<file path="src/rtl/muldiv_unit_pkg.sv">
// muldiv_unit_pkg: shared op codes, FSM state codes and width default for the
// HI/LO multiply/divide engine. Op codes follow the EX-stage ALU style.
package muldiv_unit_pkg;
  localparam int MD_WIDTH = 32;

  localparam logic [2:0] MD_OP_MULT  = 3'b000;
  localparam logic [2:0] MD_OP_MULTU = 3'b001;
  localparam logic [2:0] MD_OP_MADD  = 3'b010;
  localparam logic [2:0] MD_OP_MADDU = 3'b011;
  localparam logic [2:0] MD_OP_MSUB  = 3'b100;
  localparam logic [2:0] MD_OP_MSUBU = 3'b101;
  localparam logic [2:0] MD_OP_DIV   = 3'b110;
  localparam logic [2:0] MD_OP_DIVU  = 3'b111;

  localparam logic [1:0] ST_IDLE = 2'd0;
  localparam logic [1:0] ST_MUL  = 2'd1;
  localparam logic [1:0] ST_DIV  = 2'd2;
  localparam logic [1:0] ST_DONE = 2'd3;

  // Even op codes are the signed variants.
  function automatic logic md_is_signed(logic [2:0] op);
    return ~op[0];
  endfunction

  function automatic logic md_is_div(logic [2:0] op);
    return op[2:1] == 2'b11;
  endfunction
endpackage

</file>
<file path="src/rtl/muldiv_unit_if.sv">
// muldiv_unit_if: EX-stage <-> muldiv_unit handshake and operand/result bus.
//   master: EX side (drives start/op/operands/forwarded HI,LO/cancel)
//   slave : the unit (drives stallreq/busy/done/results/whilo)
interface muldiv_unit_if
  import muldiv_unit_pkg::*;
#(parameter int WIDTH = MD_WIDTH) ();
  logic             start_i;
  logic [2:0]       op_i;
  logic [WIDTH-1:0] opa_i;
  logic [WIDTH-1:0] opb_i;
  logic [WIDTH-1:0] hi_i;
  logic [WIDTH-1:0] lo_i;
  logic             cancel_i;
  logic             stallreq_o;
  logic             busy_o;
  logic             done_o;
  logic [WIDTH-1:0] hi_o;
  logic [WIDTH-1:0] lo_o;
  logic             whilo_o;

  modport master (
    output start_i, op_i, opa_i, opb_i, hi_i, lo_i, cancel_i,
    input  stallreq_o, busy_o, done_o, hi_o, lo_o, whilo_o
  );

  modport slave (
    input  start_i, op_i, opa_i, opb_i, hi_i, lo_i, cancel_i,
    output stallreq_o, busy_o, done_o, hi_o, lo_o, whilo_o
  );
endinterface

</file>
<file path="src/rtl/muldiv_unit_div_iter.sv">
// muldiv_unit_div_iter: restoring radix-2 divider datapath, one quotient bit
// per step, MSB first, on operand magnitudes.
//   load_i   : capture operands (signedness from signed_i)
//   step_i   : perform one iteration
//   last_o   : the current step is the final (WIDTH-th) iteration
//   quot_o / rem_o : signed-fixed result of the *current* step's next state,
//                    so the parent can register it on the final step edge.
module muldiv_unit_div_iter
  import muldiv_unit_pkg::*;
#(parameter int WIDTH = MD_WIDTH) (
  input  logic             clk,
  input  logic             rst,
  input  logic             load_i,
  input  logic             step_i,
  input  logic             signed_i,
  input  logic [WIDTH-1:0] opa_i,
  input  logic [WIDTH-1:0] opb_i,
  output logic             last_o,
  output logic [WIDTH-1:0] quot_o,
  output logic [WIDTH-1:0] rem_o
);
  localparam int CW = (WIDTH > 1) ? $clog2(WIDTH) : 1;

  logic [CW-1:0]    cnt_q;
  logic [WIDTH-1:0] rem_q, rem_d, quo_q, quo_d, dvs_q, dvd_q, diff;
  logic [WIDTH:0]   rem_sh;
  logic             qneg_q, rneg_q, zero_q, ge;
  logic             a_neg, b_neg;

  assign a_neg = signed_i & opa_i[WIDTH-1];
  assign b_neg = signed_i & opb_i[WIDTH-1];

  // Shift the next dividend bit into the partial remainder and try to
  // subtract. When it fits, the true difference is below the divisor, so
  // the low WIDTH bits of the subtraction are exact.
  always_comb begin
    rem_sh = {rem_q, quo_q[WIDTH-1]};
    ge     = rem_sh >= {1'b0, dvs_q};
    diff   = rem_sh[WIDTH-1:0] - dvs_q;
    rem_d  = ge ? diff : rem_sh[WIDTH-1:0];
    quo_d  = {quo_q[WIDTH-2:0], ge};
  end

  assign last_o = (cnt_q == CW'(WIDTH - 1));
  // Divide by zero reports all-ones quotient and the untouched dividend.
  assign quot_o = zero_q ? '1    : (qneg_q ? -quo_d : quo_d);
  assign rem_o  = zero_q ? dvd_q : (rneg_q ? -rem_d : rem_d);

  always_ff @(posedge clk) begin
    if (rst) begin
      cnt_q  <= '0;
      rem_q  <= '0;
      quo_q  <= '0;
      dvs_q  <= '0;
      dvd_q  <= '0;
      qneg_q <= 1'b0;
      rneg_q <= 1'b0;
      zero_q <= 1'b0;
    end else if (load_i) begin
      cnt_q  <= '0;
      rem_q  <= '0;
      quo_q  <= a_neg ? -opa_i : opa_i;
      dvs_q  <= b_neg ? -opb_i : opb_i;
      dvd_q  <= opa_i;
      qneg_q <= a_neg ^ b_neg;
      rneg_q <= a_neg;
      zero_q <= (opb_i == '0);
    end else if (step_i) begin
      cnt_q <= cnt_q + CW'(1);
      rem_q <= rem_d;
      quo_q <= quo_d;
    end
  end
endmodule

</file>
<file path="src/rtl/muldiv_unit.sv">
// muldiv_unit: multi-cycle HI/LO engine (MULT/MADD/MSUB/DIV, signed+unsigned).
//   clk, rst : clock, synchronous active-high reset
//   bus      : muldiv_unit_if.slave -- start/op/operands/forwarded HI,LO/cancel
//              in; stallreq/busy/done/hi/lo/whilo out.
// Latency start->done: multiply 2, divide WIDTH+1, skipped divide-by-zero 1.
module muldiv_unit
  import muldiv_unit_pkg::*;
#(
  parameter int WIDTH         = MD_WIDTH,
  parameter int DIV_SKIP_ZERO = 1
) (
  input logic           clk,
  input logic           rst,
  muldiv_unit_if.slave  bus
);
  localparam int W2 = 2 * WIDTH;

  logic [1:0]       state_q, state_d;
  logic [2:0]       op_q;
  logic [WIDTH-1:0] opa_q, opb_q, hacc_q, lacc_q;
  logic [WIDTH-1:0] hi_q, lo_q, hi_d, lo_d;
  logic             accept, skip_zero;
  logic             a_neg, b_neg;
  logic [WIDTH-1:0] mag_a, mag_b;
  logic [W2-1:0]    prod_u, prod, acc, mul_res;
  logic             div_last;
  logic [WIDTH-1:0] div_quot, div_rem;

  assign accept    = (state_q == ST_IDLE) && bus.start_i && !bus.cancel_i;
  assign skip_zero = (DIV_SKIP_ZERO != 0) && (bus.opb_i == '0);

  // Multiply on magnitudes, then restore the sign.
  assign a_neg   = md_is_signed(op_q) & opa_q[WIDTH-1];
  assign b_neg   = md_is_signed(op_q) & opb_q[WIDTH-1];
  assign mag_a   = a_neg ? -opa_q : opa_q;
  assign mag_b   = b_neg ? -opb_q : opb_q;
  assign prod_u  = {{WIDTH{1'b0}}, mag_a} * {{WIDTH{1'b0}}, mag_b};
  assign prod    = (a_neg ^ b_neg) ? -prod_u : prod_u;
  assign acc     = {hacc_q, lacc_q};
  assign mul_res = (op_q[2:1] == 2'b01) ? acc + prod :
                   (op_q[2:1] == 2'b10) ? acc - prod : prod;

  muldiv_unit_div_iter #(.WIDTH(WIDTH)) u_div (
    .clk      (clk),
    .rst      (rst),
    .load_i   (accept && md_is_div(bus.op_i)),
    .step_i   ((state_q == ST_DIV) && !bus.cancel_i),
    .signed_i (md_is_signed(bus.op_i)),
    .opa_i    (bus.opa_i),
    .opb_i    (bus.opb_i),
    .last_o   (div_last),
    .quot_o   (div_quot),
    .rem_o    (div_rem)
  );

  always_comb begin
    state_d = state_q;
    hi_d    = hi_q;
    lo_d    = lo_q;
    if (bus.cancel_i) begin
      state_d = ST_IDLE;
    end else begin
      case (state_q)
        ST_IDLE: if (bus.start_i) begin
          if (!md_is_div(bus.op_i)) begin
            state_d = ST_MUL;
          end else if (skip_zero) begin
            state_d = ST_DONE;
            hi_d    = bus.opa_i;
            lo_d    = '1;
          end else begin
            state_d = ST_DIV;
          end
        end
        ST_MUL: begin
          {hi_d, lo_d} = mul_res;
          state_d      = ST_DONE;
        end
        ST_DIV: if (div_last) begin
          hi_d    = div_rem;
          lo_d    = div_quot;
          state_d = ST_DONE;
        end
        default: state_d = ST_IDLE;  // DONE: start here belongs to the finishing instr
      endcase
    end
  end

  always_ff @(posedge clk) begin
    if (rst) begin
      state_q <= ST_IDLE;
      op_q    <= '0;
      opa_q   <= '0;
      opb_q   <= '0;
      hacc_q  <= '0;
      lacc_q  <= '0;
      hi_q    <= '0;
      lo_q    <= '0;
    end else begin
      state_q <= state_d;
      hi_q    <= hi_d;
      lo_q    <= lo_d;
      if (accept) begin
        op_q   <= bus.op_i;
        opa_q  <= bus.opa_i;
        opb_q  <= bus.opb_i;
        hacc_q <= bus.hi_i;
        lacc_q <= bus.lo_i;
      end
    end
  end

  assign bus.stallreq_o = accept || (state_q == ST_MUL) || (state_q == ST_DIV);
  assign bus.busy_o     = (state_q == ST_MUL) || (state_q == ST_DIV);
  assign bus.done_o     = (state_q == ST_DONE);
  assign bus.whilo_o    = (state_q == ST_DONE);
  assign bus.hi_o       = hi_q;
  assign bus.lo_o       = lo_q;
endmodule

</file>
<file path="src/flat_wrapper.sv">
// flat-port wrapper written by rule: the top's interface ports become plain ports
module muldiv_unit_flat import muldiv_unit_pkg::*;
#(
  parameter int WIDTH         = MD_WIDTH,
  parameter int DIV_SKIP_ZERO = 1
)
  (clk, rst, bus_start_i, bus_op_i, bus_opa_i, bus_opb_i, bus_hi_i, bus_lo_i, bus_cancel_i, bus_stallreq_o, bus_busy_o, bus_done_o, bus_hi_o, bus_lo_o, bus_whilo_o);
  muldiv_unit_if #(.WIDTH(WIDTH)) bus_i ();
  input logic clk;
  input logic rst;
  input wire logic [$bits(bus_i.start_i)-1:0] bus_start_i;
  input wire logic [$bits(bus_i.op_i)-1:0] bus_op_i;
  input wire logic [$bits(bus_i.opa_i)-1:0] bus_opa_i;
  input wire logic [$bits(bus_i.opb_i)-1:0] bus_opb_i;
  input wire logic [$bits(bus_i.hi_i)-1:0] bus_hi_i;
  input wire logic [$bits(bus_i.lo_i)-1:0] bus_lo_i;
  input wire logic [$bits(bus_i.cancel_i)-1:0] bus_cancel_i;
  output wire logic [$bits(bus_i.stallreq_o)-1:0] bus_stallreq_o;
  output wire logic [$bits(bus_i.busy_o)-1:0] bus_busy_o;
  output wire logic [$bits(bus_i.done_o)-1:0] bus_done_o;
  output wire logic [$bits(bus_i.hi_o)-1:0] bus_hi_o;
  output wire logic [$bits(bus_i.lo_o)-1:0] bus_lo_o;
  output wire logic [$bits(bus_i.whilo_o)-1:0] bus_whilo_o;
  assign bus_i.start_i = bus_start_i;
  assign bus_i.op_i = bus_op_i;
  assign bus_i.opa_i = bus_opa_i;
  assign bus_i.opb_i = bus_opb_i;
  assign bus_i.hi_i = bus_hi_i;
  assign bus_i.lo_i = bus_lo_i;
  assign bus_i.cancel_i = bus_cancel_i;
  assign bus_stallreq_o = bus_i.stallreq_o;
  assign bus_busy_o = bus_i.busy_o;
  assign bus_done_o = bus_i.done_o;
  assign bus_hi_o = bus_i.hi_o;
  assign bus_lo_o = bus_i.lo_o;
  assign bus_whilo_o = bus_i.whilo_o;
  muldiv_unit #(.WIDTH(WIDTH), .DIV_SKIP_ZERO(DIV_SKIP_ZERO)) u_core (.clk(clk), .rst(rst), .bus(bus_i));
endmodule
</file>
<file path="config.mk">
export PLATFORM = sky130hd
export DESIGN_NAME = muldiv_unit_flat
export DESIGN_NICKNAME = d
export VERILOG_FILES = /design/src/rtl/muldiv_unit_pkg.sv /design/src/rtl/muldiv_unit_if.sv /design/src/rtl/muldiv_unit_div_iter.sv /design/src/rtl/muldiv_unit.sv /design/src/flat_wrapper.sv
export SDC_FILE = /design/constraint.sdc
export NUM_CORES = 2
export LEC_CHECK = 0
export CORE_UTILIZATION = 59
export DETAILED_ROUTE_END_ITERATION = 6
export PLACE_DENSITY_LB_ADDON = 0.08
export SYNTH_ARGS = -nofsm -noshare
export SYNTH_HDL_FRONTEND = slang
export SYNTH_SLANG_ARGS = --single-unit
</file>
<file path="constraint.sdc">
create_clock -name clk -period 13.2 [get_ports clk]
set_clock_uncertainty 0.1 [all_clocks]
set_input_delay 2.64 -clock clk [delete_from_list [all_inputs] [get_ports clk]]
set_output_delay 2.64 -clock clk [all_outputs]
set_load 0.02 [all_outputs]
</file>
==> out/qor.yml <==
drc: 3
dieArea_um2: 108000
finalWorstSetupSlack_ns: 0.200
synthDistinctLibCells: 121
routed_wl_um: 261000
gp_congestion: 1.11
period_needed_ns: 13.00
finalSetupViolations: 0
critPathArrivalTime_ns: 13.39
clockBufferDepth: 3
fmax_ghz: 0.0769
ys_seq_area_share_pct: 10.6
grt_max_degree: 102
clkPwrFrac_pct: 13.9
regToRegStartpoint: "u_core.opb_q[4]"
crit_family: "adder cells"
area_delta_synth_final_pct: 19.8
start_kind: "register"
cp_num_buf_inv: 13
ys.flop_type: "dfxtp_1"
violations: "design-rule violations"
dp_hpwl_um: 210000
fin_crit_sh_pct: 98.5
slowest_stage: "fa_2"
power_density_nw_per_um2: 117
cts_tree: "built"
gr-total-overflow: 0
maxSlewViolCount: 0
synth_top_area_cell: "fa_1"
num_rows: 119
hold_path_class: "reg -> reg"
r2r_setup_slack_ns: 0.20
power_frac_comb_pct: 73.6
grt_pass1_wl_um: 385000
drtIter0Drc: 7670
worstPathMaxFanout: 7
critPathKind: "reg -> reg"
io_buffers: 202
groute.usage.overall_pct: 47.5
dp_slack_ns: -0.418
tightest_slew_ns: 1.29
grt_pass1_vias: 63400
whs_endpoint: "u_core.u_div.dvd_q[13]"
setup.worst_path.end_class: "register"
worstHoldStart: "u_core.u_div.dvd_q[13]"
vias: 64600
yosysWarnings: 0
rsz0062_at_grt: "yes"
hold_path_depth: 2
slew_headroom_pct: 13.5
synth_edf_count: 0
ys_seq_elements: 333
io_pins: 203
start_util_pct: 59.6
dr.pass1.iters: 7
synth.top_cell.area_share_pct: 28.6
worst_r2r_endpoint: "u_core.bus.hi_o[29]"
cts-root-buf: "clkbuf_16"
hold_viol_final: 0
cts_buffers: 38
crit_top_cell: "fa_1"
synth_fp_nets: 9611
drv_cap: 0
die_y_um: 328
cts_sinks: 333
final_common_cell: "nand2_1"
seqPwrFrac_pct: 12.5
netlist_top_cells_area: "fa_1, dfxtp_1, ha_1"
die_w_um: 328
switching_share_pct: 49.2
insertion_delay_ns: 0.60
p_switching_mw: 4.35
syn-cell-area_um2: 62900
ys_async_sr_fraction_pct: 0
reg2reg_depth: 55
post_synth_inst_count: 8137
max_stage_delay_ns: 0.59
antenna_found_initial: 8
nets: 10300
whs_ns: 0.355
drive_gt1_share_pct: 15.1
routedWlPerCell_um: 25.3
status: "complete, but fails checks"
h-tree-depth: 2
layout_common_cells: "nand2_1, inv_1, nor2_1, buf_4, fa_1"
ant_nets: 0
p_leak_nw: 34.0
synth.avg_cell_area_um2: 7.73
clkTransAtPathRegs_ns: 0.06
peakVddDrop_uv: 136
crit_required_ns: 13.59
via_per_inst: 6.27
p_int_mw: 4.49
core_area_um2: 105000
per-stage QoR:
| step | instances | setup TNS, ns | power [mW] | instance area [µm²] | utilization [%] |
|---|---|---|---|---|---|
| detailed placement | 10200 | -2.72 | 7.10 | 72300 | 68.6 |
| finish | 10300 | 0 | 8.84 | 75300 | 71.4 |
| global placement | 10200 | -1.85 | 7.06 | 72300 | 68.6 |
| floorplan | 8137 | 0 | 4.42 | 62900 | - |
| global route | 10300 | -1.27 | 9.28 | 75300 | 71.4 |
| CTS | 10200 | 0 | 8.38 | 73800 | 70.0 |
timing repair:
item,4_1_cts,5_1_grt
cloned,0,1
buffers inserted,1,42
hold buffers,0,0
endpoints found under the hold margin,0,0
resized for setup,10,247
endpoints found under the setup margin,17,31
pin swaps,0,79
logic make-up (layout without fill, tap and decap cells):
logic type	after synthesis	after routing	synth area share [%]
adders and majority gates	1339	1339	37.4
AOI/OAI and AO/OA	1643	1643	16.8
DFF	333	333	10.6
other	0	4	0
xor gates and xnor gates	423	423	5.99
buffers and inverters	1604	2365	9.84
muxes	29	29	0.470
and+or+nand+nor	2766	2766	18.9
sequential cells by signal (all words and copies together) (netlist names), 3 cells and up:
register	flops
u_core.bus.hi_o	32
u_core.bus.lo_o	32
u_core.hacc_q	32
u_core.lacc_q	32
u_core.op_q	3
u_core.opa_q	32
u_core.opb_q	32
u_core.u_div.cnt_q	5
u_core.u_div.dvd_q	32
u_core.u_div.dvs_q	32
u_core.u_div.quo_q	32
u_core.u_div.rem_q	32
power by group through the flow:
stage / clock network (mW) / logic, mW / registers, mW
2_1_floorplan: 0 / 3.31 / 1.11
3_3_place_gp: 0 / 5.94 / 1.12
3_5_place_dp: 0 / 5.99 / 1.12
4_1_cts: 1.23 / 6.06 / 1.09
5_1_grt: 1.27 / 6.91 / 1.10
6_report: 1.23 / 6.51 / 1.10
worst min-delay path, stage by stage (launching register included):
cell     delay [ns]
dfxtp_1        0.31
nand2_1        0.05
a21oi_1        0.05
cell usage after synthesis, types with 74 or more instances:
library cell / number
clkbuf_1: 424
nor2_1: 952
nand3_1: 74
fa_1: 899
a21oi_1: 567
ha_1: 440
dfxtp_1: 333
nor3_1: 104
xor2_1: 144
inv_1: 1118
nand2_1: 1243
a211oi_1: 83
o21ai_0: 317
xnor2_1: 273
area by class of cell:
type                    count  area (µm²)
well taps                1391        1740
clock buffers              52        1130
diodes                      4        10.0
fillers                  8418       30100
flip-flops and latches    333        6670
multi-input cells        6200       51500
clock inverters            17         278
inverters                1126        4230
repair buffers           1170        9750
layer usage:
metal  wire, µm  part of all wire [%]  vias up  track usage [%]
li1           -                     -    27900                -
met1      94300                    36    31200             58.2
met2     114000                    44     4224             73.6
met3      29800                    11     1188             11.7
met4      22600                   8.7        8             33.0
met5         60                 0.023        -                0
how the worst max path moves through the flow:
stage                     slack, ns                  end             start  cells past startpoint
after floorplan                0.38  u_core.bus.hi_o[29]   u_core.opb_q[0]                     51
after global placement        -0.39  u_core.bus.hi_o[29]  u_core.opb_q[15]                     50
after detailed placement      -0.42  u_core.bus.hi_o[29]  u_core.opb_q[15]                     51
after CTS                     0.001  u_core.bus.hi_o[29]   u_core.opb_q[2]                     50
after global routing          -0.25  u_core.bus.hi_o[29]   u_core.opa_q[2]                     53
final                          0.20  u_core.bus.hi_o[29]   u_core.opb_q[4]                     55
No activity file was read; power rests on OpenSTA's default activity.
